## src/rtl/keypad_scanner.sv

```systemverilog
`default_nettype none
// ============================================================================
//  Module      : keypad_scanner
//  Description : 4x4 matrix keypad scanner. Drives one active-low column at a
//                time, synchronizes and debounces the rows, and reports each
//                physical press as a single-cycle event strobe plus key code.
//  Revision    : 1.0 - initial release
// ============================================================================
module keypad_scanner #(
  parameter int SCAN_DIV     = 4,  // clock cycles per column slot (>= 4)
  parameter int DEBOUNCE_CNT = 3   // matching samples to accept press/release (>= 1)
) (
  input  logic       clk,
  input  logic       reset,
  input  logic [3:0] row_n,
  output logic [3:0] col_n,
  output logic [3:0] key_code,
  output logic       key_valid,
  output logic       numero_en,
  output logic       operando_en,
  output logic       borrar_en,
  output logic       igual_en
);

  localparam int C_DIV_W = $clog2(SCAN_DIV);
  localparam int C_CNT_W = $clog2(DEBOUNCE_CNT + 1);
  localparam logic [C_DIV_W-1:0] C_DIV_LAST = C_DIV_W'(SCAN_DIV - 1);
  localparam logic [C_CNT_W-1:0] C_CNT_LAST = C_CNT_W'(DEBOUNCE_CNT - 1);

  typedef enum logic [1:0] {
    ST_SCAN         = 2'd0,
    ST_DEBOUNCE     = 2'd1,
    ST_EMIT         = 2'd2,
    ST_WAIT_RELEASE = 2'd3
  } state_t;

  state_t               r_state;
  state_t               w_state_nxt;
  logic [3:0]           r_row_s1;
  logic [3:0]           r_row_s2;
  logic [C_DIV_W-1:0]   r_div;
  logic [C_CNT_W-1:0]   r_cnt;
  logic [C_CNT_W-1:0]   w_cnt_nxt;
  logic [1:0]           r_col;
  logic [1:0]           w_col_nxt;
  logic [3:0]           r_cand_row;
  logic [1:0]           r_cand_idx;
  logic [3:0]           r_key_code;
  logic                 w_sample;
  logic                 w_single;
  logic [1:0]           w_row_idx;
  logic                 w_cand_ld;
  logic                 w_emit;
  logic [3:0]           w_code;

  // Sample point: the last cycle of each column slot, so the two-flop
  // synchronizer lag after a column change has already settled.
  assign w_sample = (r_div == C_DIV_LAST);

  // Bring the asynchronous rows into the clock domain (idle value is all high)
  always_ff @(posedge clk) begin
    if (reset) begin
      r_row_s1 <= 4'hF;
      r_row_s2 <= 4'hF;
    end else begin
      r_row_s1 <= row_n;
      r_row_s2 <= r_row_s1;
    end
  end

  // Free-running slot divider, independent of the FSM state
  always_ff @(posedge clk) begin
    if (reset) begin
      r_div <= '0;
    end else if (w_sample) begin
      r_div <= '0;
    end else begin
      r_div <= r_div + C_DIV_W'(1);
    end
  end

  // Classify the synchronized rows: exactly one low bit is a usable key
  always_comb begin
    w_single  = 1'b1;
    w_row_idx = 2'd0;
    case (r_row_s2)
      4'b1110: w_row_idx = 2'd0;
      4'b1101: w_row_idx = 2'd1;
      4'b1011: w_row_idx = 2'd2;
      4'b0111: w_row_idx = 2'd3;
      default: w_single  = 1'b0;
    endcase
  end

  // Map the candidate (row, column) to the calculator key code
  always_comb begin
    w_code = 4'h0;
    case ({r_cand_idx, r_col})
      4'b00_00: w_code = 4'h1;
      4'b00_01: w_code = 4'h2;
      4'b00_10: w_code = 4'h3;
      4'b00_11: w_code = 4'hA;
      4'b01_00: w_code = 4'h4;
      4'b01_01: w_code = 4'h5;
      4'b01_10: w_code = 4'h6;
      4'b01_11: w_code = 4'hB;
      4'b10_00: w_code = 4'h7;
      4'b10_01: w_code = 4'h8;
      4'b10_10: w_code = 4'h9;
      4'b10_11: w_code = 4'hC;
      4'b11_00: w_code = 4'hE;
      4'b11_01: w_code = 4'h0;
      4'b11_10: w_code = 4'hF;
      4'b11_11: w_code = 4'hD;
      default:  w_code = 4'h0;
    endcase
  end

  // Next-state logic: column stepping, debounce/release counting, emit trigger
  always_comb begin
    w_state_nxt = r_state;
    w_cnt_nxt   = r_cnt;
    w_col_nxt   = r_col;
    w_cand_ld   = 1'b0;
    w_emit      = 1'b0;
    case (r_state)
      ST_SCAN: begin
        if (w_sample) begin
          if (w_single) begin
            w_cand_ld   = 1'b1;
            w_state_nxt = ST_DEBOUNCE;
            w_cnt_nxt   = '0;
          end else begin
            w_col_nxt = r_col + 2'd1;
          end
        end
      end
      ST_DEBOUNCE: begin
        if (w_sample) begin
          if (r_row_s2 == r_cand_row) begin
            if (r_cnt == C_CNT_LAST) begin
              w_state_nxt = ST_EMIT;
              w_cnt_nxt   = '0;
              w_emit      = 1'b1;
            end else begin
              w_cnt_nxt = r_cnt + C_CNT_W'(1);
            end
          end else begin
            w_state_nxt = ST_SCAN;
            w_cnt_nxt   = '0;
            w_col_nxt   = r_col + 2'd1;
          end
        end
      end
      ST_EMIT: begin
        w_state_nxt = ST_WAIT_RELEASE;
        w_cnt_nxt   = '0;
      end
      ST_WAIT_RELEASE: begin
        if (w_sample) begin
          if (&r_row_s2) begin
            if (r_cnt == C_CNT_LAST) begin
              w_state_nxt = ST_SCAN;
              w_cnt_nxt   = '0;
              w_col_nxt   = r_col + 2'd1;
            end else begin
              w_cnt_nxt = r_cnt + C_CNT_W'(1);
            end
          end else begin
            // Any low row during release restarts the all-high run
            w_cnt_nxt = '0;
          end
        end
      end
      default: begin
        w_state_nxt = ST_SCAN;
        w_cnt_nxt   = '0;
      end
    endcase
  end

  // State, counters, column, candidate and key code registers
  always_ff @(posedge clk) begin
    if (reset) begin
      r_state    <= ST_SCAN;
      r_cnt      <= '0;
      r_col      <= 2'd0;
      r_cand_row <= 4'hF;
      r_cand_idx <= 2'd0;
      r_key_code <= 4'h0;
    end else begin
      r_state <= w_state_nxt;
      r_cnt   <= w_cnt_nxt;
      r_col   <= w_col_nxt;
      if (w_cand_ld) begin
        r_cand_row <= r_row_s2;
        r_cand_idx <= w_row_idx;
      end
      // Loaded on entry to EMIT so the code is valid alongside the strobes
      if (w_emit) begin
        r_key_code <= w_code;
      end
    end
  end

  assign col_n       = ~(4'b0001 << r_col);
  assign key_code    = r_key_code;
  assign key_valid   = (r_state == ST_EMIT);
  assign numero_en   = key_valid && (r_key_code <= 4'h9);
  assign operando_en = key_valid && (r_key_code >= 4'hA) && (r_key_code <= 4'hD);
  assign borrar_en   = key_valid && (r_key_code == 4'hE);
  assign igual_en    = key_valid && (r_key_code == 4'hF);

endmodule
`default_nettype wire

```

## config.mk

```make
export PLATFORM = sky130hd
export DESIGN_NAME = keypad_scanner
export DESIGN_NICKNAME = d
export VERILOG_FILES = /design/src/rtl/keypad_scanner.sv
export SDC_FILE = /design/constraint.sdc
export NUM_CORES = 1
export LEC_CHECK = 0
export CORE_ASPECT_RATIO = 2
export CORE_MARGIN = 8
export CORE_UTILIZATION = 49
export CTS_CLUSTER_DIAMETER = 120
export DETAILED_ROUTE_END_ITERATION = 7
export GPL_TIMING_DRIVEN = 0
export PLACE_DENSITY = 0.76
export SLEW_MARGIN = 0
export SYNTH_ARGS = -nofsm -noshare
export SYNTH_HDL_FRONTEND = slang
export SYNTH_SLANG_ARGS = --single-unit
```

## constraint.sdc

```tcl
create_clock -name clk -period 1.85 [get_ports clk]
set_clock_uncertainty 0.15 [all_clocks]
set_input_delay 0.2775 -clock clk [delete_from_list [all_inputs] [get_ports clk]]
set_output_delay 0.2775 -clock clk [all_outputs]
set_load 0.05 [all_outputs]
```

### After elaboration in Yosys (flattened, before gate mapping)

Memory sizes are Yosys's and may differ from the RTL's. A register that Yosys moved wholly into a read port is not among the register bits.
Index checks and enable logic that the tools add are counted.

* bits in registers: 22
* bits in read-only memories: 64
* input port bits: 6
* output and inout port bits: 13
* word-level logic and storage cells: 85
* memories kept: 1

* add/subtract/negate cells: 3
* $lt $le $gt $ge: 3
* eq/ne operators: 21
* shift operators: 1
* multiplexer cells: 34
* bitwise operators: 1
* reduce and logical (&&, ||, !) cells: 13

Memories
* (name not given): depth 16, width 4, rd ports 1, clocked after Yosys merged registers in 1, wr ports 0, RTL line 98 `case ({r_cand_idx, r_col})`

Operator list (count)
* $mux W2: 22
* $eq A4 B4 Y1 const B: 5
* $ne A2 B2 Y1 const B: 8
* $pmux W2 S4: 2
* $pmux W2 S3: 2
* $eq A2 B2 Y1 const B: 4
* $le A4 B4 Y1 const B: 2
* $mux W1: 8
* $reduce_and A4 Y1: 2
* $reduce_and A8 Y1: 1
* $reduce_and A7 Y1: 1
* $add A2 B1 Y2 const B: 3
* $logic_and A1 B1 Y1: 5
* $eq A4 B3 Y1 const B: 1
* $eq A4 B4 Y1: 1
* $ge A4 B4 Y1 const B: 1
* $not A4 Y4: 1
* $reduce_or A4 Y1: 1
* $shl A1 B2 Y4 const A: 1
* $ne A3 B3 Y1 const B: 1
* $reduce_bool A3 Y1: 1
* $eq A2 B1 Y1 const B: 1
* $logic_not A2 Y1: 1
* $reduce_or A2 Y1: 1

### Logic depth before layout (Yosys ltp)

* word-level depth: 6
* mapped depth: 7
* depth with buffers taken out: 7

### Least setup slack after synthesis

OpenSTA, ideal clock, no wires.

* path kind: flip-flop to output port
* start: register r_state[0]
* end: output port borrar_en
* data arrival time: 1.825 ns
* data required time: 1.422 ns
* path slack: -0.403 ns
* stages on the path, launching flop included: 5
* path buffers: 0
* cell sequence: dfxtp_1 > inv_1 > ha_1 > nand4_1 > nor2_1

* word-level cells in the longest chain between the ends: 2

RTL lines
* start: declaration: RTL line 37 `state_t r_state;`
* start signal: assignment: RTL line 192 `r_state <= w_state_nxt;`
* $eq A2 B2 Y1: RTL line 208 `assign key_valid = (r_state == ST_EMIT);`
* net key_valid: RTL line 18 `output logic key_valid,`
* $logic_and A1 B1 Y1: RTL line 211 `assign borrar_en = key_valid && (r_key_code == 4'hE);`
* end: declaration: RTL line 21 `output logic borrar_en,`

The timed path passes the listed nets, and every way through them passes these cells.

==> results.cfg <==
[timing]
setup_repair_after_global_routing_missed_its_margin = yes
min_period_over_period_pct = 103
postLayoutSetupSlackWorst_ps = -58.3
worst-slew-pin-transition_ps = 509
report.final.setup_viol = 3
slew_violations = 0
slew-limit-headroom_pct = 66.1
period_minus_slack_ps = 1910
hold_viol = 0
fmax_mhz = 524

[finish]
final_cell_area_um2 = 1820
area_delta_synth_final_pct = 25.6
n_antenna_cell = 0
fin_util_pct = 62.7
design.final.nets = 206
post_route_cells_drive_above_1_share_pct = 29.9

[power]
power.density_nw_per_um2 = 753
leakage_uw = 0.000771
ir_drop_mv = 0.480

[logic_synthesis]
number_of_flops_mapped_to_enable_cells_by_yosys = 0
synthCells = 160
synth_seq_area_share_pct = 35.9
yosysWarningCount = 0
synth_seq_cells = 26
most_instantiated_library_cell_after_synthesis = sky130_fd_sc_hd__dfxtp_1
synth_top_cell_area_share_pct = 35.9
synth_commonest_cells = sky130_fd_sc_hd__dfxtp_1, sky130_fd_sc_hd__nand2_1, sky130_fd_sc_hd__nor2_1
number_of_distinct_standard_cells_referenced_by_the_synthesized_netlist = 41
synth_nets = 178
yosys.area.top_type = sky130_fd_sc_hd__dfxtp_1
post_synth_instance_area_um2 = 1450
synthesis.area_per_instance_um2 = 9.07
dominantRegCellSynth = sky130_fd_sc_hd__dfxtp_1
async_set_or_reset_register_ratio_after_synthesis_pct = 0
synth.area.top_cells = sky130_fd_sc_hd__dfxtp_1, sky130_fd_sc_hd__ha_1, sky130_fd_sc_hd__mux2i_1

[cts]
h_tree_lvl_count = 1
insertion_delay_ps = 270
ctsRootBufferMaster = sky130_fd_sc_hd__clkbuf_8
clock_tree_from_tritoncts = yes
cts_inserted_buffers = 3
clk_pin_slew_ps = 90
cts_hold_repair.buffers = 0
clock-sinks = 26
clock_tree.buffer_depth = 2

[global_route]
groute.usage.overall_pct = 12.3
grt_overflow = 0
antenna_found_initial = 0
global_route_wire_length_before_repair_um = 4820
maximum_number_of_pins_on_one_net_before_global_route_repair = 15
vias_in_the_first_global_route = 1140

[critical_path]
critical_path.max_fanout = 4
reg2reg_depth = 6
critical_path.reg2reg.endpoint = r_col[0]
ff2ff_setup_slack_ps = -60
critical_path_arrival_ps = 1920
worst-endpoint-required_ps = 1860
start_kind = flip-flop
critical_path.endpoint_type = flip-flop
type_of_the_worst_setup_path = flip-flop to flip-flop

[route]
vias_per_instance = 5.44
num_vias = 1180
detailedRoute.firstIterationViolations = 14
route.antenna.remaining_nets = 0
drtPass1Iterations = 4
routed_wl_um = 2980
routedWlPerCell_um = 13.7
drc_errors = 0

[worst_hold_path]
hold_path_class = flip-flop to flip-flop
timing.hold.worst_path_depth = 1
hp-start = r_row_s1[3]
min_to = r_row_s2[3]

[outcome]
outcome = finished with violations
violations = setup timing

[floorplanning]
die_height_um = 93.0
io_pins = 19
rows = 28
design.core.area_um2 = 2910
die_x_um = 54.5
area_of_the_die_um2 = 5070
initial_utilization_pct = 49.9

[place]
gp_congestion = 0.870
placed_area_um2 = 1690
io_buffers = 18
detailed_place_hpwl_um = 2230

[flow_run]
timing.max_cap.violations = 0
worst max path at each step:
stage,start,endpoint,cells after the start
final,flip-flop,r_col[0],6
after global routing,r_state[0],igual_en,5
after CTS,r_state[0],igual_en,5
after detailed placement,r_state[0],igual_en,5
after global placement,r_state[0],igual_en,5
after floorplan,r_state[0],borrar_en,4
routing by layer:
metal / GRT usage, % / vias up / part of all wire [%] / wire [um]
li1: - / 591 / - / -
met1: 11.7 / 548 / 37 / 1110
met2: 22.3 / 30 / 54 / 1620
met3: 2.09 / 11 / 3.9 / 115
met4: 7.64 / 0 / 4.7 / 141
met5: 0 / - / 0 / 0
cell type report:
class / count / area, um^2
tap: 30 / 37.5
timing repair buffer: 23 / 186
multi-input combinational: 114 / 912
fill: 257 / 1080
clock buffer: 4 / 55.1
inverter: 12 / 47.5
buffer: 8 / 52.6
sequential: 26 / 532
power by group:
part	switching, uW	leakage, uW	internal [uW]
Clock	183	0.0000288	191
Combinational	233	0.000528	150
Sequential	27.5	0.000214	589
cells by family (layout without fill, tap and decap cells):
family,after synthesis,count (layout),share of synthesized area (%)
adder cells (fa/ha/maj),12,12,10.3
multiplexers,13,13,9.14
XOR/XNOR,7,7,4.74
AND/OR/NAND/NOR,58,58,21.0
flip-flops,26,26,35.9
buffers and inverters,20,47,6.38
AO/OA/AOI/OAI,24,24,12.5
registers in the layout, indices dropped and copies added, names as in the netlist, 2 cells and up, named ones only:
name        cells
r_cand_idx      2
key_code        4
r_cand_row      4
r_cnt           2
r_div           2
r_row_s2        4
r_row_s1        4
r_col           2
metrics by stage:
stage	hold slack [ps]	worst slack (ps)	setup TNS (ps)	cells	power (uW)
finish	267	-58.3	-113	217	1370
CTS	269	-112	-301	213	1350
global route	283	-140	-523	217	1440
detailed placement	247	-507	-2750	208	967
global placement	246	-425	-2030	208	949
floorplan	231	-2.76	-5.51	160	880
critical path, stage by stage, from the launching register on:
cell                       delay, ps
sky130_fd_sc_hd__dfxtp_4         390
sky130_fd_sc_hd__inv_1            80
sky130_fd_sc_hd__ha_2            220
sky130_fd_sc_hd__nor3_2          200
sky130_fd_sc_hd__o221ai_2        140
sky130_fd_sc_hd__a211oi_2        300
sky130_fd_sc_hd__mux2_4          330
repair_timing:
action / in CTS / in global routing
gates resized for setup: 58 / 14
setup endpoints to repair: 18 / 16
setup buffers: 1 / 4
pin swaps: 2 / 5
layout by cell type (no fill, tap or decap), types with 2 or more instances in the layout:
master,n
sky130_fd_sc_hd__a211oi_1,3
sky130_fd_sc_hd__a21oi_1,5
sky130_fd_sc_hd__a21oi_2,2
sky130_fd_sc_hd__buf_2,4
sky130_fd_sc_hd__buf_4,7
sky130_fd_sc_hd__buf_6,4
sky130_fd_sc_hd__clkbuf_1,4
sky130_fd_sc_hd__clkbuf_8,4
sky130_fd_sc_hd__clkdlybuf4s50_1,5
sky130_fd_sc_hd__dfxtp_1,21
sky130_fd_sc_hd__dfxtp_2,3
sky130_fd_sc_hd__dfxtp_4,2
sky130_fd_sc_hd__dlygate4sd2_1,5
sky130_fd_sc_hd__ha_1,9
sky130_fd_sc_hd__ha_2,2
sky130_fd_sc_hd__inv_1,11
sky130_fd_sc_hd__mux2i_1,11
sky130_fd_sc_hd__nand2_1,15
sky130_fd_sc_hd__nand4_1,2
sky130_fd_sc_hd__nand4b_1,3
sky130_fd_sc_hd__nor2_1,12
sky130_fd_sc_hd__nor2_4,3
sky130_fd_sc_hd__nor3b_1,2
sky130_fd_sc_hd__o21ai_0,4
sky130_fd_sc_hd__or2_2,8
sky130_fd_sc_hd__or3_1,2
sky130_fd_sc_hd__xnor2_1,5
(Power assumes the default switching activity.)
